## src/rtl/uart_tx_buffered_pkg.sv

```systemverilog
//------------------------------------------------------------------------------
// Module  : uart_tx_buffered_pkg
// Brief   : Shared definitions for the buffered UART transmitter: TX state
//           encodings, bit-period rounding and frame length.
//           Optional macro UART_TX_PARITY_EN selects 8E1 framing (11 bits).
// Revision: 1.0 - initial release
//------------------------------------------------------------------------------
`default_nettype none

package uart_tx_buffered_pkg;

  // Transmitter states, 3-bit encoding shared with anything decoding the FSM
  typedef enum logic [2:0] {
    ST_IDLE   = 3'd0,
    ST_START  = 3'd1,
    ST_DATA   = 3'd2,
    ST_PARITY = 3'd3,
    ST_STOP   = 3'd4
  } tx_state_e;

  // Line bits per frame: start + 8 data (+ parity) + stop
`ifdef UART_TX_PARITY_EN
  localparam int unsigned FRAME_BITS = 11;
`else
  localparam int unsigned FRAME_BITS = 10;
`endif

  // Clocks per bit, rounded to the nearest integer
  function automatic int unsigned calc_div(input int unsigned clk_freq,
                                           input int unsigned baud);
    return (clk_freq + baud / 2) / baud;
  endfunction

endpackage

`default_nettype wire

```

## src/rtl/uart_tx_buffered_sync_byte_fifo.sv

```systemverilog
//------------------------------------------------------------------------------
// Module  : sync_byte_fifo
// Brief   : Single-clock byte FIFO with wrap-bit pointers. Pushes while full
//           and pops while empty are ignored. full_o is registered from the
//           post-update occupancy.
// Revision: 1.0 - initial release
//------------------------------------------------------------------------------
`default_nettype none

module sync_byte_fifo #(
  parameter int unsigned DEPTH = 16
) (
  input  logic                     clk,
  input  logic                     rst_n,
  input  logic                     push_i,
  input  logic [7:0]               wdata_i,
  input  logic                     pop_i,
  output logic [7:0]               rdata_o,
  output logic                     full_o,
  output logic                     empty_o,
  output logic [$clog2(DEPTH):0]   level_o
);

  localparam int unsigned AW      = $clog2(DEPTH);
  localparam logic [AW:0] DEPTH_L = (AW + 1)'(DEPTH);
  localparam logic [AW:0] ONE_L   = (AW + 1)'(1);

  logic [7:0]  mem_q [DEPTH];
  logic [AW:0] wr_ptr_q;
  logic [AW:0] rd_ptr_q;
  logic [AW:0] wr_ptr_d;
  logic [AW:0] rd_ptr_d;
  logic [AW:0] level_d;
  logic        full_q;
  logic        w_full;
  logic        w_empty;
  logic        w_push_ok;
  logic        w_pop_ok;

  // Equal pointers mean empty; differing wrap bits with equal index mean full
  assign w_empty   = (wr_ptr_q == rd_ptr_q);
  assign w_full    = (wr_ptr_q[AW] != rd_ptr_q[AW]) &&
                     (wr_ptr_q[AW-1:0] == rd_ptr_q[AW-1:0]);
  assign w_push_ok = push_i && !w_full;
  assign w_pop_ok  = pop_i && !w_empty;

  // Next pointer values and the occupancy they imply
  always_comb begin
    wr_ptr_d = wr_ptr_q;
    rd_ptr_d = rd_ptr_q;
    if (w_push_ok) wr_ptr_d = wr_ptr_q + ONE_L;
    if (w_pop_ok)  rd_ptr_d = rd_ptr_q + ONE_L;
    level_d = wr_ptr_d - rd_ptr_d;
  end

  // Pointer and full-flag registers
  always_ff @(posedge clk or negedge rst_n) begin
    if (!rst_n) begin
      wr_ptr_q <= '0;
      rd_ptr_q <= '0;
      full_q   <= 1'b0;
    end else begin
      wr_ptr_q <= wr_ptr_d;
      rd_ptr_q <= rd_ptr_d;
      full_q   <= (level_d == DEPTH_L);
    end
  end

  // Storage array; contents are don't-care until written
  always_ff @(posedge clk) begin
    if (w_push_ok) mem_q[wr_ptr_q[AW-1:0]] <= wdata_i;
  end

  assign rdata_o = mem_q[rd_ptr_q[AW-1:0]];
  assign full_o  = full_q;
  assign empty_o = w_empty;
  assign level_o = wr_ptr_q - rd_ptr_q;

endmodule

`default_nettype wire

```

## src/rtl/uart_tx_buffered.sv

```systemverilog
//------------------------------------------------------------------------------
// Module  : uart_tx_buffered
// Brief   : Buffered UART transmitter. Bytes are pushed on rising edges of a
//           level write strobe, queued in a byte FIFO and sent 8N1, LSB first.
//           Define UART_TX_PARITY_EN to insert an even-parity bit (8E1).
// Revision: 1.0 - initial release
//------------------------------------------------------------------------------
`default_nettype none

module uart_tx_buffered
  import uart_tx_buffered_pkg::*;
#(
  parameter int unsigned CLK_FREQ   = 50000000,
  parameter int unsigned BAUD       = 115200,
  parameter int unsigned FIFO_DEPTH = 16
) (
  input  logic                            clk,
  input  logic                            rst_n,
  input  logic                            wr_en,
  input  logic [7:0]                      wr_data,
  output logic                            busy,
  output logic                            overflow,
  output logic                            tx_idle,
  output logic [$clog2(FIFO_DEPTH):0]     fifo_level,
  output logic                            uart_pin
);

  localparam int unsigned DIV      = calc_div(CLK_FREQ, BAUD);
  localparam int unsigned CW       = (DIV > 1) ? $clog2(DIV) : 1;
  localparam logic [CW-1:0] DIV_M1 = CW'(DIV - 1);

  logic                          wr_en_q;
  logic                          overflow_q;
  logic                          w_push;
  logic                          w_pop;
  logic                          w_full;
  logic                          w_empty;
  logic [7:0]                    w_fifo_data;
  logic [$clog2(FIFO_DEPTH):0]   w_level;

  tx_state_e                     state_q;
  logic [CW-1:0]                 baud_cnt_q;
  logic [2:0]                    bit_cnt_q;
  logic [7:0]                    shift_q;
  logic                          pin_q;
`ifdef UART_TX_PARITY_EN
  logic                          par_q;
`endif

  // One push per rising edge of the level strobe
  assign w_push = wr_en && !wr_en_q;
  // The FSM takes a byte whenever it is idle and something is queued
  assign w_pop  = (state_q == ST_IDLE) && !w_empty;

  sync_byte_fifo #(
    .DEPTH (FIFO_DEPTH)
  ) u_fifo (
    .clk     (clk),
    .rst_n   (rst_n),
    .push_i  (w_push),
    .wdata_i (wr_data),
    .pop_i   (w_pop),
    .rdata_o (w_fifo_data),
    .full_o  (w_full),
    .empty_o (w_empty),
    .level_o (w_level)
  );

  // Strobe edge detector and sticky overflow flag
  always_ff @(posedge clk or negedge rst_n) begin
    if (!rst_n) begin
      wr_en_q    <= 1'b0;
      overflow_q <= 1'b0;
    end else begin
      wr_en_q <= wr_en;
      if (w_push && w_full) overflow_q <= 1'b1;
    end
  end

  // Frame sequencer: baud timing, bit shifting and the registered line driver
  always_ff @(posedge clk or negedge rst_n) begin
    if (!rst_n) begin
      state_q    <= ST_IDLE;
      baud_cnt_q <= '0;
      bit_cnt_q  <= '0;
      shift_q    <= '0;
      pin_q      <= 1'b1;
`ifdef UART_TX_PARITY_EN
      par_q      <= 1'b0;
`endif
    end else begin
      case (state_q)
        ST_IDLE: begin
          pin_q <= 1'b1;
          if (!w_empty) begin
            shift_q    <= w_fifo_data;
            baud_cnt_q <= DIV_M1;
            bit_cnt_q  <= '0;
            pin_q      <= 1'b0;
`ifdef UART_TX_PARITY_EN
            par_q      <= ^w_fifo_data;
`endif
            state_q    <= ST_START;
          end
        end

        ST_START: begin
          if (baud_cnt_q == '0) begin
            baud_cnt_q <= DIV_M1;
            pin_q      <= shift_q[0];
            state_q    <= ST_DATA;
          end else begin
            baud_cnt_q <= baud_cnt_q - 1'b1;
          end
        end

        ST_DATA: begin
          if (baud_cnt_q == '0) begin
            baud_cnt_q <= DIV_M1;
            if (bit_cnt_q == 3'd7) begin
`ifdef UART_TX_PARITY_EN
              pin_q   <= par_q;
              state_q <= ST_PARITY;
`else
              pin_q   <= 1'b1;
              state_q <= ST_STOP;
`endif
            end else begin
              shift_q   <= {1'b0, shift_q[7:1]};
              pin_q     <= shift_q[1];
              bit_cnt_q <= bit_cnt_q + 3'd1;
            end
          end else begin
            baud_cnt_q <= baud_cnt_q - 1'b1;
          end
        end

`ifdef UART_TX_PARITY_EN
        ST_PARITY: begin
          if (baud_cnt_q == '0) begin
            baud_cnt_q <= DIV_M1;
            pin_q      <= 1'b1;
            state_q    <= ST_STOP;
          end else begin
            baud_cnt_q <= baud_cnt_q - 1'b1;
          end
        end
`endif

        ST_STOP: begin
          if (baud_cnt_q == '0) begin
            state_q <= ST_IDLE;
          end else begin
            baud_cnt_q <= baud_cnt_q - 1'b1;
          end
        end

        default: begin
          pin_q   <= 1'b1;
          state_q <= ST_IDLE;
        end
      endcase
    end
  end

  assign busy       = w_full;
  assign overflow   = overflow_q;
  assign tx_idle    = w_empty && (state_q == ST_IDLE);
  assign fifo_level = w_level;
  assign uart_pin   = pin_q;

endmodule

`default_nettype wire

```

## config.mk

```make
export PLATFORM = sky130hd
export DESIGN_NAME = uart_tx_buffered
export DESIGN_NICKNAME = d
export VERILOG_FILES = /design/src/rtl/uart_tx_buffered_pkg.sv /design/src/rtl/uart_tx_buffered_sync_byte_fifo.sv /design/src/rtl/uart_tx_buffered.sv
export SDC_FILE = /design/constraint.sdc
export NUM_CORES = 1
export LEC_CHECK = 0
export ABC_AREA = 1
export CORE_MARGIN = 3
export CORE_UTILIZATION = 41
export DETAILED_ROUTE_END_ITERATION = 8
export GPL_ROUTABILITY_DRIVEN = 0
export HOLD_SLACK_MARGIN = 0.02
export SLEW_MARGIN = 20
export SYNTH_ARGS = -nofsm -noshare
export SYNTH_HDL_FRONTEND = slang
export SYNTH_SLANG_ARGS = --single-unit
export TNS_END_PERCENT = 100
```

## constraint.sdc

```tcl
create_clock -name clk -period 5.8 [get_ports clk]
set_clock_uncertainty 0.2 [all_clocks]
set_input_delay 1.16 -clock clk [delete_from_list [all_inputs] [get_ports clk]]
set_output_delay 1.16 -clock clk [all_outputs]
set_load 0.05 [all_outputs]
```

* Word level (Yosys, flattened, before mapping)
Memory sizes are Yosys's and may differ from the RTL's. Index checks and enable logic that the tools add are counted.
Word-level totals: register bits 37, memory bits (writable) 128, bits of input ports 11, output and inout bits 9, memories 1
Memory list:
- u_fifo.mem_q | depth 16, bits a word 8, read ports 1, clocked after memory_dff 0, write ports 1, line uart_tx_buffered_sync_byte_fifo.sv:28 | logic [7:0] mem_q [DEPTH];
Cells by class: $add $sub $neg 6, equal/unequal tests 15, mux-type cells 27, bitwise gates (word level) 1, reduce and logical (&&, ||, !) cells 19
Operators with widths (count):
- two-way mux 9 bit | 3
- one-hot mux 9 bit (3 select lines) | 1
- two-way mux 3 bit | 8
- two-way mux 8 bit | 3
- one-hot mux 8 bit (2 select lines) | 1
- inequality test 2 bit (second input constant) | 7
- one-hot mux 3 bit (4 select lines) | 1
- adder 5 x 1 -> 5 bit (second input constant) | 2
- two-way mux 5 bit | 2
- subtractor 5 bit | 2
- logical NOT 9 bit | 1
- subtractor 9 x 1 -> 9 bit (second input constant) | 1
- logical AND 1 bit | 7
- == test 3 bit (second input constant) | 2
- two-way mux 1 bit | 6
- one-hot mux 3 bit (2 select lines) | 1
- AND reduction 3 bit | 2
- == test 5 bit | 1
- == test 5 bit (second input constant) | 1
- AND reduction 5 bit | 1
- == test 4 bit | 1
- one-hot mux 1 bit (4 select lines) | 1
- AND reduction 4 bit | 1
- adder 3 x 1 -> 3 bit (second input constant) | 1
- 9 further kinds | 11

* Depth between registers and ports, before layout
Gate-level depths: netlist of the first run.
word-level depth 7, mapped depth 19, gate-level depth less buffers 17

* Hierarchy
Synthesis of the first run repeated with hierarchy kept, for this count alone.
Second synthesis, totals: cell total of the unflattened synthesis 704, area, all modules 7616.1 um^2
Modules (own cells, without submodules):
- sync_byte_fifo | instances 1, cells each 519, area an instance 6042.0 um^2, sequential area each 4119.0 um^2
- uart_tx_buffered | instances 1, cells each 185, area an instance 1574.0 um^2, sequential area each 651.9 um^2

* Least setup slack after synthesis of the first run
Ideal clock, no wire load.
kind register to output, from reg u_fifo.rd_ptr_q[2], to out fifo_level[4], arrival time 2348 ps, data required time 4440 ps, slack 2092 ps, cell stages (with the launch flop) 9, buffers on the path 2, path through dfrtp_1 -> buf_2 -> inv_2 -> clkbuf_1 -> ha_1 -> nand2_2 -> nor2_1 -> a211oi_1 -> xor2_1
On the way: longest elaborated chain between the ends 1
Ends and longest elaborated chain:
- start: declaration | line uart_tx_buffered_sync_byte_fifo.sv:30 | logic [AW:0] rd_ptr_q;
- start signal: assignment | line uart_tx_buffered_sync_byte_fifo.sv:64 | rd_ptr_q <= rd_ptr_d;
- subtractor 5 bit | line uart_tx_buffered_sync_byte_fifo.sv:77 | assign level_o = wr_ptr_q - rd_ptr_q;
- end: declaration | line uart_tx_buffered.sv:24 | output logic [$clog2(FIFO_DEPTH):0] fifo_level,
Every way passes these cells.

* Final worst setup path of the first run
Same ends and word-level chain as after synthesis.

==> run summary, run 1 <==
Entering global routing, the biggest net connects 86 pins. Path category of the worst min-delay check: reg -> reg. For the number of filler cells placed in the layout, the log shows 1537.

The first detailed-routing pass took 5 iterations. The flow ran to the end, and the final reports show no timing, DRC or antenna violations. The global router's overall resource usage is 0.170, and the number of global-route vias before repair is 4817.

The tools report the worst IR drop on VDD as 0.000245 V. Counting both buffers and inverters, the worst setup path holds a total of 2. Hold timing on the final database bottoms out at a slack of 288 ps. The share of post-route cells with drive strength above 1 was 0.0753. Synthesis produced a netlist with a net count of 730.

The tools report the initial antenna violation count as 0. Summing every instance area after synthesis gives 7420 um2. STA classifies the critical path startpoint as a flip-flop. The die covers 19700 um2.

The tools report the number of distinct standard cells referenced by the synthesized netlist as 38. The logs give 165 for the number of clock sinks seen by CTS and 0 for the number of warnings reported in the yosys synthesis log. For this block, wires on met1 add up to 7790 um. The data arrival at the endpoint of the critical path was 2990 ps; the clock latency on the worst-skew pair was 420 ps. The run gives 745 as the net total in the final layout. The setup path with the least slack is of type reg -> out. Setup repair after global routing left no endpoint under its margin. Traced cell by cell, the critical path runs through inv_2 -> ha_1 -> nand2_2 -> nor2_1 -> a211oi_1 -> xor2_1 -> clkdlybuf4s50_1. Total area of multi-input combinational cells: 2280 um2. Setup violations remaining at the end of the flow were counted as 0. 20 I/O pins were placed. 0 antenna diodes ended up in the layout. The synthesized area per cell works out to 10.5 um2.

The met2 layer wire length in the routed design is 7520 um, and the highest attainable clock frequency is 0.230 GHz. The number of nets still failing antenna checks after routing is 0. Highest-delay cell along the critical path: sky130_fd_sc_hd__clkdlybuf4s50_1. The average via count per standard cell came out at 5.27. Synthesis inferred 165 register bits. The power density over the cells is 357 nW/um2, and the final total negative setup slack is 0 ps. TritonCTS built the clock tree.

The max-capacitance violation count came out at 0. For the worst-case clock buffer depth, the log shows 2. The top layer used by detailed routing was met4. In this run, the number of DRC markers left after iteration 0 of detailed routing was 332. The number of vias after detailed routing was 5035; the final critical-path required period was 4350 ps. The routed design uses 880 um of met3 wire.

The first global-routing pass estimated 26000 um of wire. The leakage power summed over all cells is 3.22 nW, and the die span in y is 140 um. The tools report the final-report hold violation count as 0. Headroom to the max-slew limit: 0.372. The horizontal die dimension is 140 um, and the post-CTS repair timing setup buffer count is 0. For the sequential-to-total area share from yosys stat, the log shows 0.643. In this run the tool buffered the top-level ports with 19 buffer cells.

The tree is rooted in a sky130_fd_sc_hd__clkbuf_16. Relative to the synthesized area, the layout overhead comes to 12.1%. The logs give 17500 um2 for the core footprint and 16400 um for the post-detailed-routing wire length. Summing all flip-flop and latch instances after layout gives 4770 um2. The detailed placement HPWL is 10800 um, and the max-slew violation count is 0.

In the final routed layout, each cell accounts on average for 17.1 um. Share of the clock period used by the worst path: 0.749. The total overflow left after global routing is 0. The initial standard-cell utilization of the core was 0.424; the hold buffer count at CTS was 0. The tools report the placement row count as 48. The post-detailed-route DRC marker count came out at 0. After clock tree synthesis, the clock-pin slew on the worst setup and hold paths is 60 ps. The delay contributed by the slowest stage of the critical path works out to 820 ps. The top cell family by delay on the critical path was buffers and inverters. The kind of end point of the critical path was an output pin.

The logs give 0 for the quantity of gates resized following cts and 703 for the cell count after synthesis. The logs give 17 for the number of buffers inserted during clock tree synthesis and 4 for the number of H-tree branching levels. The transition time at the pin with the least slew margin is 939 ps, and the required time at the worst-slack endpoint is 4440 ps. Of all nets on the critical path, the largest fanout is 18.
-- worst paths after layout --
check / start / end / slack [ps] / cells after the start
worst max-delay path: u_fifo.rd_ptr_q[2] / fifo_level[4] / 1450 / 7
worst min-delay path: shift_q[3] / shift_q[3] / 290 / 2
worst max register to register: u_fifo.rd_ptr_q[0] / u_fifo.full_o / 2330 / 11
worst min register to register: shift_q[3] / shift_q[3] / 290 / 2
max in group asynchronous: rst_n / u_fifo.rd_ptr_q[0] / 4160 / 1
min in group asynchronous: rst_n / bit_cnt_q[0] / 650 / 1
-- worst reg2reg max path, stage by stage, from the launching register on --
cell,delay (ps)
sky130_fd_sc_hd__dfrtp_2,360
sky130_fd_sc_hd__buf_4,620
sky130_fd_sc_hd__inv_1,640
sky130_fd_sc_hd__buf_4,400
sky130_fd_sc_hd__xor2_1,230
sky130_fd_sc_hd__ha_1,220
sky130_fd_sc_hd__o21bai_1,310
sky130_fd_sc_hd__nand2_1,130
sky130_fd_sc_hd__nand3_1,90
sky130_fd_sc_hd__nand3_1,60
sky130_fd_sc_hd__nand2_1,70
sky130_fd_sc_hd__nor2_1,40
-- cells by family after synthesis --
| family | after synthesis | synth area share |
|---|---|---|
| adders and majority gates | 16 | 0.0280 |
| xor gates and xnor gates | 12 | 0.0142 |
| and+or+nand+nor | 309 | 0.173 |
| AOI/OAI and AO/OA | 110 | 0.0914 |
| DFF | 165 | 0.643 |
| buffers and inverters | 91 | 0.0498 |
-- layer usage --
metal	vias to the layer above	track usage
met4	0	0.0474
met1	2411	0.251
li1	2447	-
met3	16	0.0410
met2	161	0.252
met5	-	0
-- sequential cells by signal, indices dropped and copies added, names as in the netlist --
| register | flops |
|---|---|
| u_fifo.rd_ptr_q | 5 |
| overflow | 1 |
| state_q | 3 |
| baud_cnt_q | 9 |
| bit_cnt_q | 3 |
| u_fifo.full_o | 1 |
| u_fifo.wr_ptr_q | 5 |
| u_fifo.mem_q | 128 |
| shift_q | 8 |
| uart_pin | 1 |
| wr_en_q | 1 |
-- cell usage in the layout, fill, tap and decap left out, types with 2 or more instances in the layout --
cell type,n
sky130_fd_sc_hd__inv_6,6
sky130_fd_sc_hd__nor2_1,97
sky130_fd_sc_hd__ha_1,15
sky130_fd_sc_hd__buf_4,3
sky130_fd_sc_hd__clkbuf_16,17
sky130_fd_sc_hd__o2111ai_1,14
sky130_fd_sc_hd__dfrtp_1,35
sky130_fd_sc_hd__inv_2,4
sky130_fd_sc_hd__o21ai_1,2
sky130_fd_sc_hd__o221ai_1,2
sky130_fd_sc_hd__xnor2_1,3
sky130_fd_sc_hd__inv_1,60
sky130_fd_sc_hd__o21ai_0,52
sky130_fd_sc_hd__clkdlybuf4s50_1,18
sky130_fd_sc_hd__nand2_2,5
sky130_fd_sc_hd__o211ai_1,16
sky130_fd_sc_hd__nand2_1,151
sky130_fd_sc_hd__clkinv_4,3
sky130_fd_sc_hd__nor3_1,4
sky130_fd_sc_hd__nand4_1,6
sky130_fd_sc_hd__xor2_1,9
sky130_fd_sc_hd__a21oi_1,12
sky130_fd_sc_hd__nand3_1,40
sky130_fd_sc_hd__edfxtp_1,128
sky130_fd_sc_hd__nand3_2,2
sky130_fd_sc_hd__o21ai_2,2
sky130_fd_sc_hd__o22ai_1,5
sky130_fd_sc_hd__clkinv_2,3
-- per-stage QoR --
stage	instance area (um2)	cells	total power, mW	worst slack (ps)	utilization
floorplan	7420	703	1.78	2090	-
global route	8310	955	3.10	1270	0.476
global placement	7780	924	1.96	1930	0.445
detailed placement	7780	924	1.97	1900	0.445
CTS	8310	955	2.99	1440	0.476
finish	8310	955	2.97	1450	0.476
-- report_power, final --
group	internal, mW	total, mW	switching, mW	leakage [nW]
sequential	1.34	1.38	0.0341	1.61
clock	0.552	1.02	0.468	0.260
combinational	0.178	0.577	0.399	1.35
total	2.07	2.97	0.901	3.22
-- cell usage after synthesis --
cell type                   number  area (um2)
sky130_fd_sc_hd__o21ai_0        52         260
sky130_fd_sc_hd__fa_1            1        20.0
sky130_fd_sc_hd__clkbuf_1       14        52.6
sky130_fd_sc_hd__nand2_4         1        11.3
sky130_fd_sc_hd__o22ai_1         5        31.3
sky130_fd_sc_hd__nand2_1       151         567
sky130_fd_sc_hd__nor2_1         97         364
sky130_fd_sc_hd__inv_2           4        15.0
sky130_fd_sc_hd__o2111ai_1      14         123
sky130_fd_sc_hd__inv_1          60         225
sky130_fd_sc_hd__dfrtp_1        36         901
sky130_fd_sc_hd__ha_1           15         188
sky130_fd_sc_hd__nand3_2         2        20.0
sky130_fd_sc_hd__a21oi_1        12        60.1
sky130_fd_sc_hd__a21oi_2         1        8.76
sky130_fd_sc_hd__o21ai_1         2        10.0
sky130_fd_sc_hd__nand2_2         5        31.3
sky130_fd_sc_hd__o21ai_2         2        17.5
sky130_fd_sc_hd__xor2_1          9        78.8
sky130_fd_sc_hd__a31oi_1         1        6.26
sky130_fd_sc_hd__edfxtp_1      128        3840
sky130_fd_sc_hd__buf_1           1        3.75
sky130_fd_sc_hd__or2_2           1        6.26
sky130_fd_sc_hd__buf_6           2        22.5
sky130_fd_sc_hd__clkinv_2        1        5.00
sky130_fd_sc_hd__nor3_4          1        16.3
sky130_fd_sc_hd__a211oi_1        1        7.51
sky130_fd_sc_hd__xnor2_1         3        26.3
sky130_fd_sc_hd__nor2_4          1        11.3
sky130_fd_sc_hd__nand3_1        40         200
sky130_fd_sc_hd__o21bai_1        1        7.51
sky130_fd_sc_hd__nor3_1          4        20.0
sky130_fd_sc_hd__o211ai_1       16         120
sky130_fd_sc_hd__nand4_1         6        37.5
sky130_fd_sc_hd__dfstp_2         1        26.3
sky130_fd_sc_hd__a31o_2          1        8.76
sky130_fd_sc_hd__buf_2           9        45.0
sky130_fd_sc_hd__o221ai_1        2        17.5
-- cell type report --
cell class | instances | area share
sequential | 165 | 0.574
clock inverter | 13 | 0.0120
clock buffer | 18 | 0.0516
multi-input combinational | 447 | 0.274
tap | 225 | 0.0339
timing repair buffer | 22 | 0.0250
inverter | 65 | 0.0295
(Power assumes the default switching activity.)
==> run 2, diff against run 1 <==
clock period = 3.89 ns   (was 5.8 ns; I/O delays follow)
==> run summary, run 2 (same netlist as run 1, synthesis figures left out) <==
Counting I/O delays and the setup requirement, the final critical path takes 3550 ps. The run gives 0.176 as the global router's overall resource usage. In the layout the commonest cells are sky130_fd_sc_hd__nand2_1 (151), sky130_fd_sc_hd__edfxtp_1 (128), sky130_fd_sc_hd__nor2_1 (97), sky130_fd_sc_hd__inv_1 (60), sky130_fd_sc_hd__o21ai_0 (52).

Counting the buffers created by CTS gives 17. The die covers 19700 um2. In the final routed layout, each cell accounts on average for 17.4 um. The pre-antenna-repair detailed-routing pass consisted of 5 iterations.

The power share of the sequential group is 0.447, and the final-report setup violation count is 0. Input and output buffers added on the ports amount to 19. The max-capacitance violation count is 0, and the clock-pin slew on the worst setup and hold paths is 70 ps.

The wire length of the first global-routing pass was 26900 um. The run finished with clean final reports. The total overflow left after global routing is 0. The startpoint identified for the worst register-to-register timing path is u_fifo.rd_ptr_q[3]. The final-report hold violation count was 0. The clock latency on the worst-skew pair was 430 ps. The power density over the cells is 546 nW/um2, and the detailed placement HPWL is 10900 um. The detailed router finished its first iteration with 491 violations. Entering global routing, the biggest net connects 86 pins.

The data arrival at the endpoint of the critical path is 2570 ps, and the number of antenna cells inserted is 0. The leakage power summed over all cells was 3.28 nW. The detailed router used layers up to and including met4.

The number of global-route vias before repair is 4863. The worst IR drop on VDD is 0.000361 V, and the number of nets still failing antenna checks after routing is 0. CTS built an H-tree with a depth of 4. The filler cells instantiated in the layout total 1589.

The logs give 5076 for the number of vias after detailed routing and 7660 um for the met2 layer wire length in the routed design. The run gives 0.424 as the initial standard-cell utilization of the core. Using the TritonRoute via totals, the vias-per-cell ratio works out to 5.28. The share of post-route cells with drive strength above 1 works out to 0.0870. Static timing analysis puts the maximum clock frequency at 0.282 GHz. The detailed-route wire length on metal 1 came out at 7960 um.

The number of flip-flops in the largest register works out to 128. The run gives 278 ps as the final worst hold slack. The worst setup path is captured at an output pin. The start point of the critical path is u_fifo.wr_ptr_q[0]. In this run, post-CTS hold repair placed 0 buffers. The run gives 0 as the max-slew violation count.

The die is 140 um wide. The run gives 2910 ps as the required time at the worst-slack endpoint. The root buffer cell was sky130_fd_sc_hd__clkbuf_16.

The path class of the tightest hold or removal check is in -> async. Setup repair after global routing left no endpoint under its margin. The net switching component of the power came out at 1.40 mW.

The maximum fanout along the worst path was 4; the initial antenna violation count was 0. The core footprint came out at 17500 um2. The clock drives 165 sinks. The tools report the final total negative setup slack as 0 ps. Compared with the post-synthesis result, the final layout area differs by 13.4%. I/O pin count: 20. TritonCTS built the clock tree. Quantity of gates resized following cts: 0. The logic gate share of total power is 0.195. Post-detailed-route DRC marker count: 0. The placed instances occupy a cell area of 7840 um2.

Transition time at the pin with the least slew margin: 1020 ps. The net total in the final layout is 750. The share of the clock period used by the worst path was 0.912; the die span in y was 140 um. The run gives 849 um as the met3 layer wire length in the routed design. The worst setup path is launched from a flip-flop.

In this run the post-CTS setup repair buffer count came out at 0. Counting along the longest clock path gives a buffer depth of 2. The placement row count was 48. The critical path in this run is classified as reg -> out. The switching part of the total power is 0.305, and the finished layout cell area is 8410 um2. The run gives 3.19 mW as the internal power component. The post-detailed-routing wire length is 16700 um. The run gives 0.357 as the clock network fraction of design power.

The run gives 0.314 as the headroom to the max-slew limit. The library cell used most frequently in the layout, excluding fill and tap cells, is sky130_fd_sc_hd__nand2_1.
-- run 2: path summary, 6_finish.rpt --
check | end | slack, ps | cells past startpoint
max | fifo_level[2] | 340 | 5
min | shift_q[1] | 280 | 1
max reg2reg | u_fifo.full_o | 600 | 17
min reg2reg | shift_q[4] | 280 | 2
max in group asynchronous | u_fifo.rd_ptr_q[0] | 2610 | 1
min in group clk | shift_q[4] | 280 | 2
-- run 2: layout make-up --
class,instances,area [um2],share of cell area
Clock buffer,18,429,0.0510
Inverter,65,245,0.0292
Sequential cell,165,4770,0.568
Tap cell,225,282,0.0335
Timing Repair Buffer,27,263,0.0313
Multi-Input combinational cell,447,2280,0.271
Clock inverter,14,141,0.0168
-- run 2: power groups by stage --
stage | registers [mW] | clock network [mW] | logic (mW)
3_5_place_dp | 2.09 | 0 | 0.897
4_1_cts | 2.05 | 1.66 | 0.899
2_1_floorplan | 2.09 | 0 | 0.569
3_3_place_gp | 2.09 | 0 | 0.877
5_1_grt | 2.06 | 1.74 | 0.982
6_report | 2.05 | 1.64 | 0.897
-- run 2: through the flow --
step                cells  total power [mW]   util  setup WS, ps
floorplan             703              2.66      -           564
global placement      929              2.96  0.448           825
detailed placement    929              2.99  0.448           689
CTS                   961              4.62  0.481           341
global route          961              4.79  0.481           264
finish                961              4.59  0.481           342
-- run 2: critical path, cell delays in order (launching register included) --
cell and delay (ps):
sky130_fd_sc_hd__dfrtp_1 400, sky130_fd_sc_hd__inv_1 110, sky130_fd_sc_hd__ha_1 220, sky130_fd_sc_hd__fa_1 410, sky130_fd_sc_hd__xnor2_1 170, sky130_fd_sc_hd__clkdlybuf4s50_1 830
-- run 2: metal layers --
layer,track usage,vias up
met5,0,-
met3,0.0399,19
met4,0.0474,0
met2,0.271,138
met1,0.253,2463
li1,-,2456
==> run 3, diff against run 2 <==
CELL_PAD_IN_SITES_DETAIL_PLACEMENT = 2   (was default)
CELL_PAD_IN_SITES_GLOBAL_PLACEMENT = 2   (was default)
CORE_ASPECT_RATIO = 0.5   (was default)
CORE_UTILIZATION = 37   (was 41)
PLACE_DENSITY_LB_ADDON = 0.1   (was default)
==> run summary, run 3 (same netlist as run 1, synthesis figures left out) <==
Summing internal, switching and leakage power gives 4.81 mW. For this run, the detailed router's first-pass iteration total came to 5. The initial standard-cell utilization of the core is 0.390.

In this run the horizontal extent of the chip is 206 um. The number of buffer and inverter stages on the critical path is 2. Clock-pin slew was measured on the worst setup and hold paths at 60 ps. In this design, the largest share of critical-path delay is due to buffers and inverters.

Measured along the y axis, the die boundary spans 106 um. The max-slew violation count is 0. The post-detailed-routing wire length is 22400 um, and the worst IR drop on VDD is 0.000302 V. CTS built an H-tree with a depth of 4. The path with the worst hold slack has its endpoint at overflow. The share of the clock period used by the worst path works out to 0.916.

The share of post-route cells with drive strength above 1 was 0.103; the register-to-register setup slack was 640 ps. The final core area utilization is 0.452, and the count of routing violations after the opening detailed-route iteration is 322. Setup repair after global routing left no endpoint under its margin. In this run the critical register-to-register path is launched from u_fifo.rd_ptr_q[3]. Setup violations remaining at the end of the flow were counted as 0. The number of cells traversed by the worst hold path works out to 1. The tools report the max-capacitance violation count as 0. STA classifies the critical path startpoint as a flip-flop. For the initial antenna violation count, the log shows 0. The global router's overall resource usage came out at 0.215. The run finished with clean final reports. The number of global-route vias before repair came out at 5894. For the headroom to the max-slew limit, the log shows 0.399.

The final critical-path required period works out to 3570 ps. During placement, the flow inserted port buffers numbering 19. For this block, the via count after detailed routing is 5312. The transition time at the pin with the least slew margin was 901 ps; the largest net degree at the start of global routing was 84. In this design, the stage delay of the slowest critical-path cell is 820 ps. The register with the most flip-flops in the layout has 128 of them.

Data on the critical path is required at its endpoint by 2910 ps. Compared with the post-synthesis result, the final layout area differs by 15.8%. Global routing finished with a remaining overflow of 0. The number of setup buffers added after CTS is 0. The type of the setup path with the least slack is reg -> out. The hold buffer count at CTS is 0. The tools report the data arrival at the endpoint of the critical path as 2590 ps. For the placement row count, the log shows 35. The tools report the leakage power summed over all cells as 3.36 nW.

Path category of the worst min-delay check: reg -> reg. Clock tree synthesis inserted a total of 17 buffers. TritonCTS built the clock tree.

Core footprint: 19000 um2. On the critical path, the stage with the largest delay is an instance of sky130_fd_sc_hd__clkdlybuf4s50_1. The detail route stage leaves a number of antenna-violating nets equal to 0. For this run, the post-layout net count is 763.

Most common cell after layout, fill and taps aside: sky130_fd_sc_hd__nand2_1. The clock passes through at most 2 buffers. The wire length of the first global-routing pass was 34700 um.

Fill cells in the final layout number 1977. The power density over the cells is 561 nW/um2, and the I/O pin count is 20. The maximum fanout along the worst path is 4. The signal on the critical path passes through inv_1 -> ha_1 -> fa_1 -> xnor2_1 -> clkdlybuf4s50_1.

The tools report the final total negative setup slack as 0 ps. Using the TritonRoute via totals, the vias-per-cell ratio works out to 5.28. The final-report hold violation count is 0, and the highest attainable clock frequency is 0.281 GHz.

The tools report the full die area as 21900 um2. Worst flop-to-flop path endpoint: u_fifo.full_o. The average wire per cell in the routed design came out at 22.2 um. The tools report the clock latency on the worst-skew pair as 430 ps. STA classifies the critical path endpoint as an output pin. The quantity of gates resized following cts is 0, and the post-detailed-route DRC marker count is 0.

CTS saw 165 sinks. In this run the most critical hold path is launched from overflow. The top cell types in the final layout, fill and taps aside, are sky130_fd_sc_hd__nand2_1 (151), sky130_fd_sc_hd__edfxtp_1 (128), sky130_fd_sc_hd__nor2_1 (97), sky130_fd_sc_hd__inv_1 (60), sky130_fd_sc_hd__o21ai_0 (52).

In this run the clock root is driven by a sky130_fd_sc_hd__clkbuf_16. The number of cells on the worst reg-to-reg path is 16. The HPWL after detailed placement is 15000 um. The number of antenna cells inserted came out at 0.
-- run 3: area by class of cell --
class,count,area [um2],share of cell area
Inverter,65,245,0.0286
Clock inverter,13,173,0.0201
Sequential cell,165,4770,0.556
Tap cell,259,324,0.0377
Clock buffer,17,425,0.0495
Multi-Input combinational cell,447,2280,0.265
Timing Repair Buffer,40,373,0.0434
-- run 3: worst register-to-register path, cell delays in order (launching register included) --
cell,delay (ps)
sky130_fd_sc_hd__dfrtp_1,610
sky130_fd_sc_hd__inv_2,220
sky130_fd_sc_hd__ha_1,400
sky130_fd_sc_hd__nand2_2,90
sky130_fd_sc_hd__nor2_4,160
sky130_fd_sc_hd__nand2_2,130
sky130_fd_sc_hd__nand2_4,120
sky130_fd_sc_hd__or2_2,110
sky130_fd_sc_hd__o21ai_0,110
sky130_fd_sc_hd__ha_1,330
sky130_fd_sc_hd__inv_1,40
sky130_fd_sc_hd__o21bai_1,240
sky130_fd_sc_hd__nand2_1,130
sky130_fd_sc_hd__nand3_1,90
sky130_fd_sc_hd__nand3_1,60
sky130_fd_sc_hd__nand2_1,70
sky130_fd_sc_hd__nor2_1,30
-- run 3: worst max-delay path by stage --
stage / startpoint / slack (ps) / end / cells past startpoint
finish: u_fifo.wr_ptr_q[0] / 320 / fifo_level[2] / 5
global route: u_fifo.wr_ptr_q[0] / 210 / fifo_level[2] / 5
CTS: u_fifo.wr_ptr_q[0] / 290 / fifo_level[2] / 5
detailed placement: u_fifo.rd_ptr_q[3] / 660 / u_fifo.full_o / 16
global placement: u_fifo.wr_ptr_q[0] / 820 / fifo_level[2] / 5
floorplan: u_fifo.rd_ptr_q[2] / 560 / fifo_level[4] / 8
-- run 3: metal layers --
metal  wire [um]  global-route usage  up-vias
met5           0                   0        -
met4         133              0.0513        0
met3        1010              0.0376       13
met2       10600               0.356       91
met1       10700               0.296     2734
li1            -                   -     2474
-- run 3: power by group --
group | switching (mW) | total [mW] | internal [mW] | leakage [nW]
Sequential | 0.0622 | 2.06 | 2.00 | 1.61
Clock | 0.763 | 1.78 | 1.02 | 0.290
Combinational | 0.646 | 0.974 | 0.328 | 1.47
-- run 3: stage by stage --
stage | worst slack, ps | cell area (um2) | hold WS, ps | std cells
2_1_floorplan | 564 | 7420 | 250 | 703
3_3_place_gp | 822 | 7990 | 250 | 976
3_5_place_dp | 663 | 7990 | 263 | 976
4_1_cts | 293 | 8590 | 278 | 1006
5_1_grt | 212 | 8590 | 305 | 1006
6_report | 325 | 8590 | 273 | 1006
==> RTL edit (settings of run 3) <==
Put a register stage on the outputs `busy`, `tx_idle` and `fifo_level`. The values now appear one clock later. The other outputs are not delayed to match.
--- a/src/rtl/uart_tx_buffered.sv
+++ b/src/rtl/uart_tx_buffered.sv
@@ -163,10 +163,12 @@
     end
   end
 
-  assign busy       = w_full;
   assign overflow   = overflow_q;
-  assign tx_idle    = w_empty && (state_q == ST_IDLE);
-  assign fifo_level = w_level;
+  always_ff @(posedge clk) begin
+    busy       <= w_full;
+    tx_idle    <= w_empty && (state_q == ST_IDLE);
+    fifo_level <= w_level;
+  end
   assign uart_pin   = pin_q;
 
 endmodule
Behaviour: not the same (Yosys sat finds a counterexample within 4 cycles, from zero or initial values and one cycle with rst_n low).
==> RTL edit against run 3 <==
Sequential cell count up 7; largest power group unchanged; highest routed layer unchanged; design area up 2.0%; sequential power up 5%; largest cell class unchanged; cell count up 0.89%; global-route usage up 0.66 points; die area up 2.2%; area after synthesis up 2.3%; setup slack better by 0.30 ns; critical endpoint is now u_fifo.full_o; power up 0.66%; non-clock buffer count up 1; wire length up 5.6%; worst hold slack worse by 0.080 ns; fmax up 9.2%; utilization down 0.89 points.
==> RTL edit: results <==
metrics = {
    "worst_setup_path": {
        "worstPathArrival_ns": 3.39,
        "crit_path_max_fanout": 9,
        "cp_slowest_cell": "dfrtp_1",
        "cpLargestDelayFamily": "simple AND/OR/NAND/NOR gates",
        "max_stage_delay_ns": 0.59,
        "reg2reg_depth": 17,
    },
    "cells_and_area": {
        "final_layout_size_suffix_gt1_share_pct": 12.4,
        "nets": 764,
        "final_cells": 1015,
    },
    "logic_synthesis": {
        "yosysUniqueCellTypes": 39,
        "netlist_top_cells_area": "edfxtp_1 51%, dfrtp_1 12%, nand2_1 7.0%",
        "synth_area_per_cell_um2": 10.8,
        "synthArstFlopShare_pct": 21.5,
        "synth_top_area_share_pct": 50.7,
        "netlist_top_cells_count": "142 x nand2_1, 128 x edfxtp_1, 82 x nor2_1, 57 x o21ai_0, 49 x inv_1",
        "synth_seq_area_share_pct": 64.7,
    },
    "status": {
        "status": "complete, no violations",
    },
    "routing": {
        "vias": 5396,
        "routed_wirelength_um": 23600,
    },
    "placed_design": {
        "post-place-ws_ns": 0.630,
    },
    "min_path": {
        "holdPathStages": 0,
        "holdPathEnd": "busy",
        "hp-start": "u_fifo.full_o",
    },
    "sta": {
        "worst_pin_slew_ns": 0.917,
    },
    "global_route": {
        "grt_start_max_net_pins": 78,
        "grt_pass1_wl_um": 36500,
        "grt_pass1_vias": 5884,
    },
}
## RTL edit: worst max-delay path by stage
| stage | from | to | slack [ns] | depth (start not counted) |
|---|---|---|---|---|
| floorplan | u_fifo.rd_ptr_q[3] | u_fifo.full_o | 1.05 | 18 |
| global placement | wr_en | u_fifo.full_o | 0.81 | 14 |
| detailed placement | wr_en | u_fifo.full_o | 0.63 | 14 |
| CTS | u_fifo.rd_ptr_q[3] | u_fifo.full_o | 0.67 | 17 |
| global route | u_fifo.rd_ptr_q[3] | u_fifo.full_o | 0.37 | 16 |
| finish | u_fifo.rd_ptr_q[3] | u_fifo.full_o | 0.62 | 17 |
## RTL edit: area by class of cell
type / count / area [um^2] / area share (%)
multi-input cells: 450 / 2350 / 26.8
flip-flops and latches: 172 / 4910 / 56.1
well taps: 266 / 333 / 3.80
inverters: 55 / 206 / 2.36
repair buffers: 41 / 350 / 4.00
clock inverters: 14 / 186 / 2.13
clock buffers: 17 / 425 / 4.86
## RTL edit: routing by layer
| metal | vias to the layer above | track usage [%] | part of all wire [%] |
|---|---|---|---|
| li1 | 2479 | - | - |
| met1 | 2788 | 30.7 | 47 |
| met2 | 101 | 35.7 | 46 |
| met3 | 28 | 4.40 | 4.9 |
| met4 | 0 | 6.49 | 1.6 |
| met5 | - | 0 | 0 |
## RTL edit: power by group
part / leakage (nW) / internal [mW] / switching, mW / total, mW
Sequential: 1.67 / 2.10 / 0.0739 / 2.17
Clock: 0.293 / 1.03 / 0.790 / 1.82
Combinational: 1.49 / 0.260 / 0.596 / 0.856
## RTL edit: cell families after synthesis
family | after synthesis | synth area share, %
simple gates | 302 | 17.8
xor+xnor | 11 | 1.27
buf+inv | 81 | 4.35
flops | 172 | 64.7
fa+ha+maj | 16 | 2.74
compound gates | 121 | 9.14
